--- src/rtl/jtopl_pkg.sv ---
// Shared vibrato constants and the pitch-offset rule for the OPL vibrato unit.
// The rule lives here so every consumer sees one definition of the depth and
// position table.
package jtopl_pkg;

  // Vibrato position counter width (8 positions per LFO cycle).
  localparam int unsigned VibPosW = 3;
  // Signed pitch offset width, range -7..+7.
  localparam int unsigned VibOffW = 4;

  // OPL2 defaults: 1024 samples per vibrato step, 18 slots per frame.
  localparam int unsigned DefDiv   = 10;
  localparam int unsigned DefSlots = 18;

  // Signed offset for one slot.
  // r   : top three bits of fnum
  // pos : vibrato position; pos[2] is the sign, pos[1:0] selects the magnitude
  // dep : 1 = 14 cent depth, 0 = 7 cent depth (one extra halving)
  function automatic logic signed [VibOffW-1:0] vib_offset(input logic [2:0]         r,
                                                           input logic [VibPosW-1:0] pos,
                                                           input logic               dep);
    logic [2:0] mag;
    unique case (pos[1:0])
      2'd0:    mag = 3'd0;
      2'd2:    mag = r;
      default: mag = r >> 1;
    endcase
    if (!dep) begin
      mag = mag >> 1;
    end
    if (pos[2]) begin
      vib_offset = -$signed({1'b0, mag});
    end else begin
      vib_offset = $signed({1'b0, mag});
    end
  endfunction

endpackage

--- src/rtl/jtopl_vib_lfo.sv ---
// Vibrato LFO: a DIV-bit prescaler counting frame starts (cen & zero) and a
// 3-bit position counter advanced on each prescaler carry.
// Optional macro JTOPL_VIB_TEST_EN adds test_fast, which advances the
// position on every frame start and freezes the prescaler.
module jtopl_vib_lfo
  import jtopl_pkg::*;
#(
  parameter int unsigned DIV = DefDiv
) (
  input  logic               clk,
  input  logic               rst,
  input  logic               cen,
  input  logic               zero,
`ifdef JTOPL_VIB_TEST_EN
  input  logic               test_fast,
`endif
  output logic [VibPosW-1:0] vib_pos
);

  logic [DIV-1:0]     presc_q, presc_d;
  logic [VibPosW-1:0] pos_q, pos_d;
  logic               pos_step;
  logic               fast;

`ifdef JTOPL_VIB_TEST_EN
  assign fast = test_fast;
`else
  assign fast = 1'b0;
`endif

  // Next-state: prescaler counts frame starts; its carry (or test_fast) steps the position.
  always_comb begin
    presc_d  = presc_q;
    pos_d    = pos_q;
    pos_step = 1'b0;
    if (cen && zero) begin
      if (fast) begin
        pos_step = 1'b1;
      end else begin
        presc_d  = presc_q + 1'b1;
        pos_step = &presc_q;
      end
    end
    if (pos_step) begin
      // Wraps 7 -> 0 naturally.
      pos_d = pos_q + 1'b1;
    end
  end

  // State registers with synchronous reset taking priority over cen.
  always_ff @(posedge clk) begin
    if (rst) begin
      presc_q <= '0;
      pos_q   <= '0;
    end else begin
      presc_q <= presc_d;
      pos_q   <= pos_d;
    end
  end

  assign vib_pos = pos_q;

endmodule

--- src/rtl/jtopl_vib.sv ---
// Time-multiplexed vibrato stage: one slot per cen, adds a registered signed
// pitch offset to fnum and hands the result to the phase generator one cen later.
// Optional macro JTOPL_VIB_TEST_EN exposes test_fast (LFO speed-up).
module jtopl_vib
  import jtopl_pkg::*;
#(
  parameter int unsigned FW    = 10,
  parameter int unsigned DIV   = DefDiv,
  parameter int unsigned SLOTS = DefSlots
) (
  input  logic                      clk,
  input  logic                      rst,
  input  logic                      cen,
  input  logic                      zero,
`ifdef JTOPL_VIB_TEST_EN
  input  logic                      test_fast,
`endif
  input  logic [FW-1:0]             fnum,
  input  logic                      vib_dep,
  input  logic                      viben,
  output logic [VibPosW-1:0]        vib_pos,
  output logic [4:0]                slot,
  output logic signed [VibOffW-1:0] pm_offset,
  output logic [FW-1:0]             fnum_mod
);

  localparam logic [4:0] SlotLast = 5'(SLOTS - 1);

  logic [4:0]                slot_q, slot_d;
  logic signed [VibOffW-1:0] off_q, off_d;
  logic [FW-1:0]             fmod_q, fmod_d;
  logic [VibPosW-1:0]        lfo_pos;

  jtopl_vib_lfo #(
    .DIV (DIV)
  ) u_lfo (
    .clk       (clk),
    .rst       (rst),
    .cen       (cen),
    .zero      (zero),
`ifdef JTOPL_VIB_TEST_EN
    .test_fast (test_fast),
`endif
    .vib_pos   (lfo_pos)
  );

  // Offset and modulated fnum from current inputs. lfo_pos is the pre-increment
  // value, so slot 0 of a frame still sees the old vibrato position.
  always_comb begin
    off_d = '0;
    if (viben) begin
      off_d = vib_offset(fnum[FW-1:FW-3], lfo_pos, vib_dep);
    end
    // Sign-extend the offset; the sum is taken modulo 2^FW.
    fmod_d = fnum + {{(FW - VibOffW){off_d[VibOffW-1]}}, off_d};
  end

  // Slot sequencer: restart on frame start, otherwise count up and stick at the last slot.
  always_comb begin
    slot_d = slot_q;
    if (cen) begin
      if (zero) begin
        slot_d = '0;
      end else if (slot_q != SlotLast) begin
        slot_d = slot_q + 1'b1;
      end
    end
  end

  // Output registers: load on cen, hold otherwise; reset wins over cen.
  always_ff @(posedge clk) begin
    if (rst) begin
      slot_q <= '0;
      off_q  <= '0;
      fmod_q <= '0;
    end else begin
      slot_q <= slot_d;
      if (cen) begin
        off_q  <= off_d;
        fmod_q <= fmod_d;
      end
    end
  end

  assign vib_pos   = lfo_pos;
  assign slot      = slot_q;
  assign pm_offset = off_q;
  assign fnum_mod  = fmod_q;

endmodule

--- config.mk ---
export PLATFORM = sky130hd
export DESIGN_NAME = jtopl_vib
export DESIGN_NICKNAME = d
export VERILOG_FILES = /design/src/rtl/jtopl_pkg.sv /design/src/rtl/jtopl_vib_lfo.sv /design/src/rtl/jtopl_vib.sv
export SDC_FILE = /design/constraint.sdc
export NUM_CORES = 1
export LEC_CHECK = 0
export ABC_AREA = 1
export BUFFER_PORTS_ARGS = -buffer_cell sky130_fd_sc_hd__buf_2
export CAP_MARGIN = 5
export CELL_PAD_IN_SITES_DETAIL_PLACEMENT = 0
export CELL_PAD_IN_SITES_GLOBAL_PLACEMENT = 1
export CORE_ASPECT_RATIO = 1.75
export CORE_MARGIN = 4
export CORE_UTILIZATION = 35
export CTS_BUF_LIST = sky130_fd_sc_hd__clkbuf_16
export DETAILED_ROUTE_END_ITERATION = 8
export PLACE_DENSITY_LB_ADDON = 0.1
export SLEW_MARGIN = 20
export SYNTH_ARGS = -nofsm -noshare
export SYNTH_HDL_FRONTEND = slang
export SYNTH_HIERARCHICAL = 1
export SYNTH_SLANG_ARGS = --single-unit
export TNS_END_PERCENT = 5
--- constraint.sdc ---
create_clock -name clk -period 2.22 [get_ports clk]
set_input_delay 0.222 -clock clk [delete_from_list [all_inputs] [get_ports clk]]
set_output_delay 0.222 -clock clk [all_outputs]
set_load 0.005 [all_outputs]
==> results of run 1 <==
placed cells by master (no fill, tap or decap), drive strengths merged:
cell type,count
nand2,47
inv,46
and3,1
nand4,4
fa,1
xor2,7
nand3,23
a21boi,1
o21ai,25
nor2,46
clkinv,1
nor3b,2
clkbuf,5
o211ai,1
a21o,3
nor3,3
clkinvlp,2
buf,76
ha,14
dfxtp,32
a21oi,25
or2,1
registers in the layout, indices dropped and copies added (netlist names):
name,count
slot,5
u_lfo/presc_q,10
u_lfo/vib_pos,3
pm_offset,4
fnum_mod,10
routing by layer:
metal / vias to the layer above / global-route usage, %
li1: 1079 / -
met1: 923 / 16.6
met2: 26 / 30.8
met3: 7 / 3.03
met4: 0 / 6.23
met5: - / 0
layout make-up:
| type | instances | area (sq um) |
|---|---|---|
| inverters | 46 | 176 |
| clock inverters | 3 | 15.0 |
| repair buffers | 76 | 494 |
| fillers | 571 | 2620 |
| flip-flops and latches | 32 | 643 |
| clock buffers | 5 | 125 |
| well taps | 76 | 95.1 |
| multi-input cells | 204 | 1370 |
logic make-up after synthesis:
group | after synthesis | synth area share [%]
adder cells (fa/ha/maj) | 15 | 9.79
AND/OR/NAND/NOR | 127 | 30.1
flip-flops | 32 | 32.1
buffers and inverters | 50 | 9.85
XOR/XNOR | 7 | 3.08
AO/OA/AOI/OAI | 55 | 15.1
worst max path at each step:
stage / depth (start not counted) / endpoint
floorplan: 18 / fnum_mod[8]
global placement: 18 / fnum_mod[8]
detailed placement: 18 / fnum_mod[8]
CTS: 18 / fnum_mod[8]
global route: 18 / fnum_mod[8]
finish: 17 / fnum_mod[8]
report_power, final:
part | leakage, nW | internal (mW) | switching, mW
clock | 0.0687 | 0.407 | 0.246
sequential | 0.263 | 0.596 | 0.0117
combinational | 1.09 | 0.0838 | 0.107
total | 1.42 | 1.09 | 0.365
repair_timing:
action / CTS / global route
pin swaps: 14 / 10
buffers inserted: 14 / 1
endpoints found under the setup margin: 7 / 9
resized for setup: 20 / 22
==> impl_summary.txt, run 1 <==
----------------------------------------------------
[Placed design]
  Final estimated routing congestion in global placement ... 0.748
  Placed cell areas ... 2450 sq um
  Pre-CTS WS ... -179 ps
  Port Buf Inserts ... 37
  Detailed placer's ending HPWL ... 3.81 mm
  Post-Place Cells ... 419

[Timing]
  Relative max-transition margin ... 65.7%
  Part of the cycle the worst path needs ... 103%
  Min Tclk post-route ... 2280 ps
  Transition time at the pin with the least slew margin ... 509 ps
  Achievable clock frequency ... 0.439 GHz
  Hold slack ... 316 ps
  Pins over their slew limit ... 0
  RSZ-0062 raised after global routing ... yes
  Worst-case clock skew ... 5.19 ps
  Sum Neg Setup Slack ... -144 ps
  Crit path setup slack, layout ... -58.2 ps
  Final number of hold-violating endpoints ... 0
  Setup violators final ... 6

[Layout]
  Post-route design area ... 2920 sq um
  Non-filler instance count after layout ... 442
  Fraction of the core area covered by cells at the end of the flow ... 52.7%
  Net total in the final layout ... 396
  Antenna diode instance count ... 0
  Layout Area Growth over Synthesis ... 46.5%
  Fraction of layout cells with a size suffix above 1 ... 38.5%

[Setup path]
  Critical path buffer and inverter count ... 4
  Endpoint of the worst-slack reg-to-reg timing path ... fnum_mod[8]
  Crit path capture type ... flip-flop
  R2r worst-path depth ... 17
  CP Data Arrival Time ... 2450 ps
  Slowest cell delay on critical path ... 330 ps
  Startpoint type of the worst setup path ... flip-flop
  Internal reg-to-reg setup slack ... -60 ps
  First element of the critical path ... u_lfo/vib_pos[0]
  Family with the most delay on the worst path ... simple AND/OR/NAND/NOR gates
  Worst Setup Path Type ... flip-flop to flip-flop
  Worst reg2reg startpoint ... u_lfo/vib_pos[0]
  Critical-path maximum fanout ... 6
  Critical Path Slowest Stage Cell ... sky130_fd_sc_hd__dfxtp_2
  Cell occurring most often along the worst timing path ... sky130_fd_sc_hd__nand2_2
  Cells along the critical path ... buf_6 > a21oi_2 > nand2_2 > nand2_4 > nand3_2 > nand2_2 > clkinvlp_4 > buf_12 > ha_4 > a21oi_2 > nand2_2 > nand4_1 > nand3_1 > a21oi_1 > o21ai_1 > nand2_1 > inv_1
  Data required time of the critical path ... 2390 ps

[Yosys]
  Sequential-to-total area share from yosys stat ... 32.1%
  Cell Area, Synth ... 1990 sq um
  Syn_nets ... 317
  Mean instance size in the synthesized netlist ... 6.97 sq um
  Leading cell types by total area after synthesis ... sky130_fd_sc_hd__dfxtp_1 32%, sky130_fd_sc_hd__ha_1 8.8%, sky130_fd_sc_hd__inv_1 8.1%, sky130_fd_sc_hd__nand2_1 8.1%, sky130_fd_sc_hd__nor2_1 8.1%
  Count of flip-flops with a built-in enable after synthesis ... 0
  Dominant cell type by area after synthesis ... sky130_fd_sc_hd__dfxtp_1
  Most used flip-flop cell after synthesis ... sky130_fd_sc_hd__dfxtp_1
  Yosys reg bits ... 32
  Synthesis warning total ... 6
  Cells after synthesis ... 286
  Commonest cells post-synth ... 43 x sky130_fd_sc_hd__inv_1, 43 x sky130_fd_sc_hd__nand2_1, 43 x sky130_fd_sc_hd__nor2_1, 32 x sky130_fd_sc_hd__dfxtp_1, 22 x sky130_fd_sc_hd__a21oi_1
  Synth unique cells ... 30
  Proportion of netlist area held by the largest area contributor ... 32.1%
  Share of async-settable or async-resettable flops after synthesis ... 0%

[Drt]
  Antenna violation net count after detailed routing ... 0
  DRC Markers ... 0
  Met2 wirelength from detailed routing ... 2.93 mm
  Post-DR wirelength/cell ... 11.8 um
  Number of DRC markers after the initial detailed-route iteration ... 73
  Average vias per placed instance ... 4.60
  Met1 routed wirelength after detailed routing ... 2.00 mm
  Post-Route WL ... 5.20 mm
  Highest routing layer actually used ... met4
  Met3 routed WL ... 160 um
  Router iterations before antenna repair ... 4
  Routed vias ... 2035

[Die]
  Overall die area ... 7010 sq um
  Die height ... 108 um
  Effective utilization at floorplan ... 36.0%
  Number of ports placed on the die boundary ... 38
  Row count ... 36
  Area of the core ... 5540 sq um
  Die boundary width ... 65.0 um

[Run]
  Max Cap Violations ... 0

[Global route]
  Wire length of the first global-routing pass ... 8.67 mm
  Via count of the first global-routing pass ... 1990
  All-layer global routing usage ... 16.0%
  Number of antenna violations at the first check in global routing ... 0
  Pin count of the biggest net entering global routing ... 22
  Aggregate global routing overflow ... 0

[Clocking]
  Clock root buffer ... sky130_fd_sc_hd__clkbuf_16
  Worst-path clk slew ... 50 ps
  Hold-fix buffer count after cts ... 0
  Number of buffers inserted during clock tree synthesis ... 5
  Number of levels in the clock H-tree ... 2
  Clock sinks ... 32
  Clock tree from TritonCTS ... built
  Source-to-sink clock delay at the later pin of the worst-skew pair ... 270 ps
  Maximum count of clock buffers along a single path ... 2

[Outcome]
  Violations in the final reports ... setup timing
  Outcome ... finished, violations left

[Power]
  Total power divided by cell area ... 497 nW/um^2
  IR drop worst, VDD ... 0.359 mV
  Static leakage ... 1.42 nW
  Post-layout total power ... 1.45 mW

[Worst hold path]
  Worst min-delay path category ... primary input to flip-flop
  Endpoint of the worst hold-timing path ... u_lfo/presc_q[6]
  Hold wc startpoint ... rst
  Number of cells on the worst hold path ... 2

----------------------------------------------------
Power figures use the tool's default switching activity.
==> run 2, diff against run 1 <==
clock period = 2.6 ns   (was 2.22 ns; I/O delays follow)
==> run 2 against run 1 <==
Maximum frequency down 3.6%. Utilization down 6.5 points. The flow now finishes without violations. Final area down 12%. Register-to-register slack better by 300 ps. Sequential power down 15%. Highest routed layer unchanged. Sequential share of layout area up 3.1 points. Clock skew down 0.95 ps. First-iteration DRC count down 53%. Die area unchanged. Cell count down 6.1%.
==> impl_summary.txt, run 2 (synthesis results as in run 1) <==
----------------------------------------------------
[Outcome]
  Outcome ... finished clean

[Layout]
  Non-filler instance count after layout ... 415 (-6.1%)
  Commonest cells after routing, fill and taps aside ... 43 x sky130_fd_sc_hd__inv_1, 43 x sky130_fd_sc_hd__nor2_1, 42 x sky130_fd_sc_hd__nand2_1
  Fraction of layout cells with a size suffix above 1 ... 26.5% (-12 points)
  Fill cell total of the finished layout ... 611 (+7.0%)
  Antenna diode instance count ... 0 (unchanged)
  Post-route design area ... 2560 sq um (-12%)
  Fraction of the core area covered by cells at the end of the flow ... 46.2% (-6.5 points)
  Layout Area Growth over Synthesis ... 28.5%
  Net total in the final layout ... 369 (-6.8%)

[Timing]
  Transition time at the pin with the least slew margin ... 485 ps (-24.6 ps)
  Hold slack ... 347 ps (+31.1 ps)
  Part of the cycle the worst path needs ... 90.9% (-12 points)
  Worst-case clock skew ... 4.23 ps (-0.954 ps)
  Relative max-transition margin ... 67.3% (+1.7 points)
  Setup violators final ... 0 (-6)
  Min Tclk post-route ... 2360 ps (+84.8 ps)
  Pins over their slew limit ... 0 (unchanged)
  Final number of hold-violating endpoints ... 0 (unchanged)
  Achievable clock frequency ... 0.423 GHz (-3.6%)
  Crit path setup slack, layout ... 237 ps (+295 ps)

[Die]
  Number of ports placed on the die boundary ... 38 (unchanged)
  Effective utilization at floorplan ... 36.0% (unchanged)
  Overall die area ... 7010 sq um (unchanged)
  Die boundary width ... 65.0 um (unchanged)
  Row count ... 36 (unchanged)
  Area of the core ... 5540 sq um (unchanged)
  Die height ... 108 um (unchanged)

[Setup path]
  Startpoint type of the worst setup path ... flip-flop
  Crit path capture type ... flip-flop
  Worst Setup Path Type ... flip-flop to flip-flop
  Data required time of the critical path ... 2770 ps (+380 ps)
  Critical-path maximum fanout ... 4 (-2)
  CP Data Arrival Time ... 2540 ps (+90 ps)
  Internal reg-to-reg setup slack ... 240 ps (+300 ps)

[Drt]
  Antenna violation net count after detailed routing ... 0 (unchanged)
  Number of DRC markers after the initial detailed-route iteration ... 34 (-53%)
  Post-DR wirelength/cell ... 11.7 um (-0.85%)
  Routed vias ... 1925 (-5.4%)
  Router iterations before antenna repair ... 4 (unchanged)
  Post-Route WL ... 4.84 mm (-6.9%)
  Average vias per placed instance ... 4.64 (+0.75%)
  DRC Markers ... 0 (unchanged)

[Global route]
  All-layer global routing usage ... 15.0% (-1.0 points)
  Pin count of the biggest net entering global routing ... 22 (unchanged)
  Wire length of the first global-routing pass ... 8.19 mm (-5.5%)
  Number of antenna violations at the first check in global routing ... 0 (unchanged)
  Via count of the first global-routing pass ... 1876 (-5.7%)
  Aggregate global routing overflow ... 0 (unchanged)

[Clocking]
  Clock root buffer ... sky130_fd_sc_hd__clkbuf_16
  Number of levels in the clock H-tree ... 2 (unchanged)
  Source-to-sink clock delay at the later pin of the worst-skew pair ... 270 ps (about the same)
  Clock tree from TritonCTS ... built
  Maximum count of clock buffers along a single path ... 2 (unchanged)
  Number of buffers inserted during clock tree synthesis ... 5 (unchanged)
  Clock sinks ... 32 (unchanged)
  Hold-fix buffer count after cts ... 0 (unchanged)
  Worst-path clk slew ... 50 ps (about the same)

[Placed design]
  Final estimated routing congestion in global placement ... 0.738 (-1.3%)
  Post-Place Cells ... 405 (-3.3%)
  Detailed placer's ending HPWL ... 3.91 mm (+2.7%)
  Pre-CTS WS ... -67.5 ps (+112 ps)
  Placed cell areas ... 2320 sq um (-5.3%)
  Port Buf Inserts ... 37 (unchanged)

[Power]
  Total power divided by cell area ... 514 nW/um^2 (+3.3%)
  Static leakage ... 1.30 nW (-8.4%)
  IR drop worst, VDD ... 0.439 mV (+22%)

[Run]
  Max Cap Violations ... 0 (unchanged)

[Worst hold path]
  Worst min-delay path category ... primary input to flip-flop

----------------------------------------------------
[run 2: cell count changes in the layout (fill, tap and decap cells not counted), moves of 4 or more]
cell	change
sky130_fd_sc_hd__nand2_2	-5
sky130_fd_sc_hd__o21ai_0	+4
sky130_fd_sc_hd__nand2_1	+6
sky130_fd_sc_hd__ha_4	-6
sky130_fd_sc_hd__ha_1	+6
sky130_fd_sc_hd__buf_4	-25
[run 2: repair_timing]
item	in CTS	in global routing
pin swaps	0	6
setup buffers	0	2
resized for setup	3	9
endpoints found under the hold margin	0	0
endpoints found under the setup margin	3	6
[run 2: layer usage]
layer / GRT usage, % / wire length (um) / up-vias
li1: - / - / 1030
met1: 14.2 / 1820 / 854
met2: 29.9 / 2730 / 31
met3: 3.13 / 182 / 10
met4: 6.38 / 109 / 0
met5: 0 / 0 / -
[run 2: final timing paths]
path,start,endpoint,cells after the start
worst max-delay path,u_lfo/vib_pos[0],fnum_mod[9],21
worst min-delay path,rst,u_lfo/presc_q[6],2
worst max register to register,u_lfo/vib_pos[0],fnum_mod[9],21
worst min register to register,u_lfo/presc_q[4],u_lfo/presc_q[4],2
[run 2: layout make-up]
cell class,instances,area [sq um],share of cell area [%]
Tap cell,76,95.1,3.71
Clock inverter,3,42.5,1.66
Multi-Input combinational cell,204,1210,47.1
Timing Repair Buffer,49,275,10.7
Inverter,46,173,6.74
Clock buffer,5,125,4.89
Sequential cell,32,643,25.1
[run 2: power by group]
group	total, mW	switching (mW)	internal (mW)	leakage [nW]
Combinational	0.133	0.0784	0.0547	0.960
Clock	0.664	0.214	0.449	0.0798
Sequential	0.519	0.0100	0.509	0.263
[run 2: metrics by stage]
stage / TNS [ps] / power [mW]
floorplan: 0 / 0.606
global placement: 0 / 0.661
detailed placement: -85.2 / 0.661
CTS: 0 / 1.34
global route: -1.81 / 1.38
finish: 0 / 1.32
[run 2: critical path, cell delays in order (launching register included)]
cell	delay, ps
sky130_fd_sc_hd__dfxtp_2	340
sky130_fd_sc_hd__inv_2	70
sky130_fd_sc_hd__nand3_2	60
sky130_fd_sc_hd__nand2_1	60
sky130_fd_sc_hd__nand2_1	70
sky130_fd_sc_hd__o21ai_1	80
sky130_fd_sc_hd__inv_1	90
sky130_fd_sc_hd__ha_4	160
sky130_fd_sc_hd__nor2_1	100
sky130_fd_sc_hd__a21oi_1	70
sky130_fd_sc_hd__nand2_1	80
sky130_fd_sc_hd__inv_1	70
sky130_fd_sc_hd__ha_4	290
sky130_fd_sc_hd__nand2_1	70
sky130_fd_sc_hd__nor2_1	120
sky130_fd_sc_hd__nand3_1	100
sky130_fd_sc_hd__nand3_2	110
sky130_fd_sc_hd__inv_1	50
sky130_fd_sc_hd__nand3_2	70
sky130_fd_sc_hd__nand3_2	80
sky130_fd_sc_hd__nand2_1	70
sky130_fd_sc_hd__inv_1	30
